## src/rtl/mem_access_stage.sv

```systemverilog
// Memory-access pipeline stage between execute and write-back.
// Holds one instruction at a time. Loads and stores go out on the data port with a
// valid/ready handshake. Load data is aligned and extended before write-back; other
// instructions pass through with one cycle of latency.
// Optional build macro: MEM_MISALIGN_TRAP_EN. When it is defined, a misaligned half or
// word access raises out_err and never reaches the data port.
module mem_access_stage #(
  parameter int unsigned SIDE_W = 64,
  parameter int unsigned ADDR_W = 32
) (
  input  logic              clock,
  input  logic              reset,
  input  logic              in_valid,
  output logic              in_ready,
  input  logic              in_mem_rd,
  input  logic              in_mem_wr,
  input  logic [1:0]        in_size,
  input  logic              in_unsigned,
  input  logic [31:0]       in_alu_result,
  input  logic [31:0]       in_store_data,
  input  logic [SIDE_W-1:0] in_side,
  output logic              out_valid,
  input  logic              out_ready,
  output logic [31:0]       out_load_data,
  output logic [31:0]       out_alu_result,
  output logic [SIDE_W-1:0] out_side,
  output logic              out_err,
  output logic              dreq_valid,
  input  logic              dreq_ready,
  output logic [ADDR_W-1:0] dreq_addr,
  output logic              dreq_wen,
  output logic [31:0]       dreq_wdata,
  output logic [3:0]        dreq_wstrb,
  input  logic              dresp_valid,
  input  logic [31:0]       dresp_rdata,
  input  logic              dresp_err
);

  typedef enum logic [1:0] {StIdle, StReq, StResp, StHold} state_e;

  state_e            state_q, state_d;
  logic              is_load_q, is_load_d;
  logic              is_store_q, is_store_d;
  logic [1:0]        size_q, size_d;
  logic              unsigned_q, unsigned_d;
  logic [31:0]       alu_q, alu_d;
  logic [31:0]       store_data_q, store_data_d;
  logic [SIDE_W-1:0] side_q, side_d;
  logic [31:0]       load_data_q, load_data_d;
  logic              err_q, err_d;

  logic [1:0]  offset;
  logic [7:0]  rd_byte;
  logic [15:0] rd_half;
  logic [31:0] load_aligned;
  logic [31:0] addr_word;

`ifdef MEM_MISALIGN_TRAP_EN
  logic in_misaligned;
  // Half needs addr[0]=0; word (and the unused size encoding) needs addr[1:0]=0.
  assign in_misaligned = (in_size == 2'b01) ? in_alu_result[0]
                       : (in_size[1] && (in_alu_result[1:0] != 2'b00));
`endif

  assign offset    = alu_q[1:0];
  assign addr_word = {alu_q[31:2], 2'b00};

  // Select and extend the addressed byte/half lane of the incoming read word.
  always_comb begin
    rd_byte = dresp_rdata[{offset, 3'b000} +: 8];
    rd_half = offset[1] ? dresp_rdata[31:16] : dresp_rdata[15:0];
    unique case (size_q)
      2'b00:   load_aligned = unsigned_q ? {24'b0, rd_byte} : {{24{rd_byte[7]}}, rd_byte};
      2'b01:   load_aligned = unsigned_q ? {16'b0, rd_half} : {{16{rd_half[15]}}, rd_half};
      default: load_aligned = dresp_rdata;
    endcase
  end

  // Request fields come from captured state only, so they hold steady while stalled.
  always_comb begin
    dreq_valid = (state_q == StReq);
    dreq_addr  = ADDR_W'(addr_word);
    dreq_wen   = is_store_q;
    unique case (size_q)
      2'b00: begin
        dreq_wdata = {4{store_data_q[7:0]}};
        dreq_wstrb = 4'b0001 << offset;
      end
      2'b01: begin
        dreq_wdata = {2{store_data_q[15:0]}};
        dreq_wstrb = 4'b0011 << {offset[1], 1'b0};
      end
      default: begin
        dreq_wdata = store_data_q;
        dreq_wstrb = 4'b1111;
      end
    endcase
    // Reads carry no byte enables.
    if (!is_store_q) begin
      dreq_wstrb = 4'b0000;
    end
  end

  // Output bundle and upstream readiness follow the FSM state.
  always_comb begin
    in_ready       = (state_q == StIdle);
    out_valid      = (state_q == StHold);
    out_load_data  = load_data_q;
    out_alu_result = alu_q;
    out_side       = side_q;
    out_err        = err_q;
  end

  // Next-state: capture on accept, walk request/response, release on out_ready.
  always_comb begin
    state_d      = state_q;
    is_load_d    = is_load_q;
    is_store_d   = is_store_q;
    size_d       = size_q;
    unsigned_d   = unsigned_q;
    alu_d        = alu_q;
    store_data_d = store_data_q;
    side_d       = side_q;
    load_data_d  = load_data_q;
    err_d        = err_q;
    unique case (state_q)
      StIdle: begin
        if (in_valid) begin
          // Both rd and wr set is treated as a store.
          is_load_d    = in_mem_rd & ~in_mem_wr;
          is_store_d   = in_mem_wr;
          size_d       = in_size;
          unsigned_d   = in_unsigned;
          alu_d        = in_alu_result;
          store_data_d = in_store_data;
          side_d       = in_side;
          load_data_d  = 32'b0;
          err_d        = 1'b0;
          state_d      = (in_mem_rd | in_mem_wr) ? StReq : StHold;
`ifdef MEM_MISALIGN_TRAP_EN
          if ((in_mem_rd | in_mem_wr) && in_misaligned) begin
            err_d   = 1'b1;
            state_d = StHold;
          end
`endif
        end
      end
      StReq: begin
        // A response in the handshake cycle is not legal and is ignored.
        if (dreq_ready) begin
          state_d = StResp;
        end
      end
      StResp: begin
        if (dresp_valid) begin
          err_d       = dresp_err;
          load_data_d = (is_load_q && !dresp_err) ? load_aligned : 32'b0;
          state_d     = StHold;
        end
      end
      StHold: begin
        if (out_ready) begin
          state_d = StIdle;
        end
      end
      default: state_d = StIdle;
    endcase
  end

  // State and datapath registers, synchronous reset.
  always_ff @(posedge clock) begin
    if (reset) begin
      state_q      <= StIdle;
      is_load_q    <= 1'b0;
      is_store_q   <= 1'b0;
      size_q       <= 2'b00;
      unsigned_q   <= 1'b0;
      alu_q        <= 32'b0;
      store_data_q <= 32'b0;
      side_q       <= '0;
      load_data_q  <= 32'b0;
      err_q        <= 1'b0;
    end else begin
      state_q      <= state_d;
      is_load_q    <= is_load_d;
      is_store_q   <= is_store_d;
      size_q       <= size_d;
      unsigned_q   <= unsigned_d;
      alu_q        <= alu_d;
      store_data_q <= store_data_d;
      side_q       <= side_d;
      load_data_q  <= load_data_d;
      err_q        <= err_d;
    end
  end

endmodule

```

## config.mk

```make
export PLATFORM = sky130hd
export DESIGN_NAME = mem_access_stage
export DESIGN_NICKNAME = d
export VERILOG_FILES = /design/src/rtl/mem_access_stage.sv
export SDC_FILE = /design/constraint.sdc
export NUM_CORES = 1
export LEC_CHECK = 0
export CAP_MARGIN = 20
export CORE_AREA = 2 2 146 148
export DETAILED_ROUTE_END_ITERATION = 8
export DIE_AREA = 0 0 148 150
export PLACE_DENSITY = 0.82
export REMOVE_ABC_BUFFERS = 1
export SYNTH_ARGS = -nofsm -noshare
export SYNTH_HDL_FRONTEND = slang
export SYNTH_SLANG_ARGS = --single-unit
```

## constraint.sdc

```tcl
create_clock -name clock -period 2.2 [get_ports clock]
set_input_delay 0.44 -clock clock [delete_from_list [all_inputs] [get_ports clock]]
set_output_delay 0.44 -clock clock [all_outputs]
set_load 0.05 [all_outputs]
```

* After elaboration in Yosys (flattened, before gate mapping)
Index checks and enable logic that the tools add are counted.
** Operators by class
- Reduce and logical (&&, ||, !) cells :: 8
- Bitwise logic cells :: 3
- Mux-type cells :: 20
- Equal/unequal tests :: 8
- Shifts and indexed selects :: 3
** Operators by type and width (count)
- $pmux 32 s2 :: 3
- $mux 32 :: 5
- $shiftx 32x6->8 :: 1
- $mux 16 :: 1
- $mux 2 :: 5
- $pmux 2 s4 :: 1
- $pmux 4 s2 :: 1
- $eq 2x1->1 const B :: 2
- $eq 2x2->1 const B :: 2
- $logic_not 2->1 :: 2
- $mux 4 :: 1
- $ne 2x1->1 const B :: 2
- $ne 2x2->1 const B :: 2
- $reduce_and 4->1 :: 1
- $shl 1x2->4 const A :: 1
- $shl 2x2->4 const A :: 1
- $reduce_and 3->1 :: 1
- $mux 1 :: 2
- $pmux 1 s2 :: 1
- $reduce_and 2->1 :: 1
- $reduce_bool 2->1 :: 1
- $and 1x1->1 :: 1
- $logic_and 1x1->1 :: 1
- $logic_not 1->1 :: 1
- other kinds (2) :: 2
** Storage, ports and cells
- Logic and storage cells :: 52
- Input port bits :: 172
- Output and inout port bits :: 201
- Bits in registers :: 168

* Depth between registers and ports, before layout
- Word-level depth :: 6
- Depth in mapped cells :: 8
- Mapped depth without buffers :: 6

* Least setup slack after synthesis
OpenSTA, ideal clock, no wires.
- Kind :: flip-flop to output port
- Start :: register alu_q[1] (netlist: out_alu_result[1])
- End :: output port dreq_wstrb[3]
- Path slack :: -0.571 ns
- Arrival time :: 2.331 ns
- Buffers on the path :: 2
- Required time :: 1.760 ns
- Cell stages (with the launch flop) :: 5
- Path through :: dfxtp_1 buf_6 clkbuf_1 o21ai_0 a21boi_0
** Between the ends
- Longest elaborated chain between the ends :: 3
- Elaborated cells on any way between the ends :: 4
- Those cells by class :: 2 x shift; 2 x mux
** Ends and longest elaborated chain
- from (decl) :: line 46 : logic [31:0] alu_q, alu_d;
- from (signal assigned) :: line 189 : alu_q <= alu_d;
- $shl 2x2->4 or $shl 1x2->4 (tied branches) :: line 91, 87
- $pmux 4 s2 (*) :: line 84 : unique case (size_q)
- $mux 4 (*) :: line 99 : if (!is_store_q) begin
- to (decl) :: line 33 : output logic [3:0] dreq_wstrb,
Mark *: on every way between the ends. The rest lies on a longest branch, timed or not.

* Final worst setup path
- Start :: register load_data_q[11] (netlist: out_load_data[11])
- End :: output port out_load_data[11]
** RTL lines
- from (decl) :: line 49 : logic [31:0] load_data_q, load_data_d;
- from (signal assigned) :: line 192 : load_data_q <= load_data_d;
- to (decl) :: line 24 : output logic [31:0] out_load_data,
No word-level cell between the ends.

==> summary.md <==
| Metric | Value |
|---|---|
| Int Power | `7.11 mW` |
| CP required | `1.76 ns` |
| Routed length per placed instance | `about 17 µm` |
| CTS max path bufs | `2` |
| Area Growth Syn to Fin | `62.7%` |
| Worst-path fanout max | `3` |
| Max rail drop VDD | `slightly below 0.0006 V` |
| FP Rows | `53` |
| F_max | `465 MHz` |
| IO Pins | `373` |
| FF-to-FF path depth | `6` |
| First-pass iteration count of the detailed router | `5` |
| Aggregate global-route resource usage | `0.216` |
| Instance count on the critical path | `1` |
| Kind of critical path | `flop to output port` |
| Finished Core Util | `0.570` |
| CTS clk-pin slew, worst paths | `0.07 ns` |
| DRC violations left | `0` |
| CTS tree | `yes` |
| Comb power frac | `0.462` |
| Worst path slowest cell | `clkdlybuf4s50_1` |
| Yosys reg bits | `168` |
| Die Width | `148 µm` |
| Grt ovf | `0` |
| Top Family by Delay on Critical Path | `buffers and inverters` |
| Worst Hold Path Cells | `2` |
| Via density | `4.88` |
| Max Cap Viol | `0` |
| Hold path startpoint | `store_data_q[17]$_SDFFE_PP0P_` |
| Final Max Tran Viols | `0` |
| Vias in the first global route | `around 6900` |
| Setup clock skew after layout | `0.00932 ns` |
| Asr flop ratio synth | `0` |
| DIE HEIGHT | `150 µm` |
| Top FF cell, synth | `dfxtp_1` |
| Clock latency reported for the late side of the worst-skew pair | `0.43 ns` |
| YS warnings | `0` |
| CTS root buf | `clkbuf_16` |
| Core box area | `20700 µm²` |
| Sw Ratio | `0.436` |
| Total CTS buffers | `17` |
| Routability congestion estimate | `between 0.8 and 0.9` |
| Placed cell count | `1481` |
| Status | `finished clean` |
| Nets | `roughly 1400` |
| Non-Filler Instances | `1519` |
| Worst slew pin tran | `about 0.84 ns` |
| Worst hold path class | `flop to flop` |
| Slew headroom | `0.438` |
| PwrDens | `1070 nW/µm²` |
| Setup crit start | `out_load_data[11]$_SDFFE_PP0P_` |
| Clk network pwr share | `0.238` |
| Fill cells | `1848` |
| R2R setup slack | `0.34 ns` |
| Arrival @ worst endpoint | `about 1.7 ns` |
| Unique cell type count in the Yosys netlist | `47` |
| Cell Chain, Critical Path | `clkdlybuf4s50_1` |
| Vias | `roughly 7400` |
| Setup crit end kind | `output port` |
| Synth Cell Area | `7240 µm²` |
| Largest net degree at the start of global routing | `78` |
| Crit start category | `flop` |
| Share of cells above drive strength 1 | `0.117` |
| Routed Antenna Nets | `0` |
| Reg-to-reg critical path startpoint | `state_q[0]$_SDFFE_PP0P_` |
| NetSw | `5.50 mW` |
| Final Critical Period | `2.15 ns` |
| Die area | `22200 µm²` |
| Crit-path max cell delay | `between 0.8 and 0.9 ns` |
| Final hold viol count | `0` |
| Cells after Synth | `912` |
| RSZ-0062 raised after global routing | `true` |
| Starting DRT DRC Count | `330` |
| First-pass GRT wire length | `37600 µm` |
| WP buf/inv | `1` |
| Most frequent cells in the layout | `331 x clkdlybuf4s50_1, 304 x nand2_1, 165 x dfxtp_1, 148 x a21oi_1, 45 x buf_4` |
| Dpl hpwl | `19000 µm` |
| Number of flops mapped to enable cells by yosys | `0` |
| Commonest non-fill, non-tap cell in the layout | `clkdlybuf4s50_1` |
| Initial antenna violation count | `2` |
| CTS sink cnt | `168` |
| Syn Area/Cell | `7.94 µm²` |
| P_leak | `4.40 nW` |
| Seq/Total Area, Yosys | `0.464` |
| Initial Util | `0.350` |
| # H-tree levels | `4` |
| Sequential Power Share | `0.300` |
| Setup Viol. Count Final | `0` |
| Port Buffers | `between 300 and 400` |
| Final Cycle Share | `0.978` |
| Routed WL | `25300 µm` |
[sequential cells by signal, indices dropped and copies added (netlist names)]
signal / count
dreq_wen: 1
is_load_q: 1
out_alu_result: 32
out_err: 1
out_load_data: 32
out_side: 64
size_q: 2
state_q: 2
store_data_q: 32
unsigned_q: 1
[power groups by stage]
| stage | Combinational (mW) | Sequential (mW) | Clock [mW] |
|---|---|---|---|
| finish | 5.83 | 3.79 | 3.00 |
| global route | 6.14 | 3.85 | 3.19 |
| CTS | 5.83 | 3.79 | 3.07 |
| detailed placement | 5.79 | 3.85 | 0 |
| global placement | 5.73 | 3.83 | 0 |
| floorplan | 2.02 | 5.28 | 0 |
[worst min-delay path, stage by stage (launching register included)]
cell	delay, ns
dfxtp_1	0.31
nand2_1	0.05
a21oi_1	0.05
[final cells by class]
type / instances / area [µm²] / share of cell area
Antenna cell: 1 / 2.50 / 0.000212
Multi-Input combinational cell: 633 / 3270 / 0.277
Sequential cell: 168 / 3370 / 0.286
Inverter: 6 / 22.5 / 0.00191
Tap cell: 275 / 344 / 0.0292
Clock inverter: 14 / 153 / 0.0130
Timing Repair Buffer: 404 / 4180 / 0.355
Clock buffer: 18 / 439 / 0.0373
[per-layer routing]
layer,track usage,wire [µm],up-vias
met5,0,13,-
met4,0.106,952,2
met3,0.0637,2190,55
met2,0.377,12600,322
met1,0.242,9550,3410
li1,-,-,3630
[synthesized netlist by cell type (5+ instances only)]
master	number	area, µm²
nand2_1	305	1140
dfxtp_1	168	3360
a21oi_1	148	741
buf_4	42	315
clkbuf_1	35	131
o21ai_0	30	150
nor2_1	29	109
buf_2	25	125
mux2_2	16	180
mux2i_1	12	120
o21ai_2	10	87.6
or3_1	9	56.3
a22o_1	7	61.3
a22oi_1	7	52.6
a311oi_1	7	61.3
a211o_1	6	52.6
and3b_1	6	52.6
ha_1	5	62.6
inv_1	5	18.8
nor2b_1	5	31.3
[cells by family after synthesis]
logic type,after synthesis,share of synthesized area
AO/OA/AOI/OAI,230,0.187
adder cells (fa/ha/maj),5,0.00864
buffers and inverters,112,0.0873
flip-flops,168,0.464
multiplexers,28,0.0415
other,1,0.000518
AND/OR/NAND/NOR,368,0.210
[timing repair]
| item | 4_1_cts | 5_1_grt |
|---|---|---|
| hold buffers | 0 | 0 |
| endpoints found under the setup margin | 22 | 5 |
| buffers inserted | 3 | 2 |
| pin swaps | 1 | 0 |
| gates resized for setup | 7 | 2 |
[stage by stage]
step	hold slack, ns	TNS (ns)	area [µm²]	total power [mW]	setup slack [ns]
floorplan	0.427	-192.17	6640	7.30	-1.40
global route	0.471	-0.0306	11800	13.2	-0.0201
CTS	0.456	0	11800	12.7	0.0128
global placement	0.435	0	11100	9.57	0.139
detailed placement	0.442	0	11100	9.64	0.0776
finish	0.453	0	11800	12.6	0.0494
[path summary, 6_finish.rpt]
kind                                    endpoint
setup / recovery               out_load_data[11]
hold / removal     store_data_q[17]$_SDFFE_PP0P_
setup reg to reg  out_load_data[12]$_SDFFE_PP0P_
hold reg to reg    store_data_q[17]$_SDFFE_PP0P_
Power figures use the tool's default switching activity.
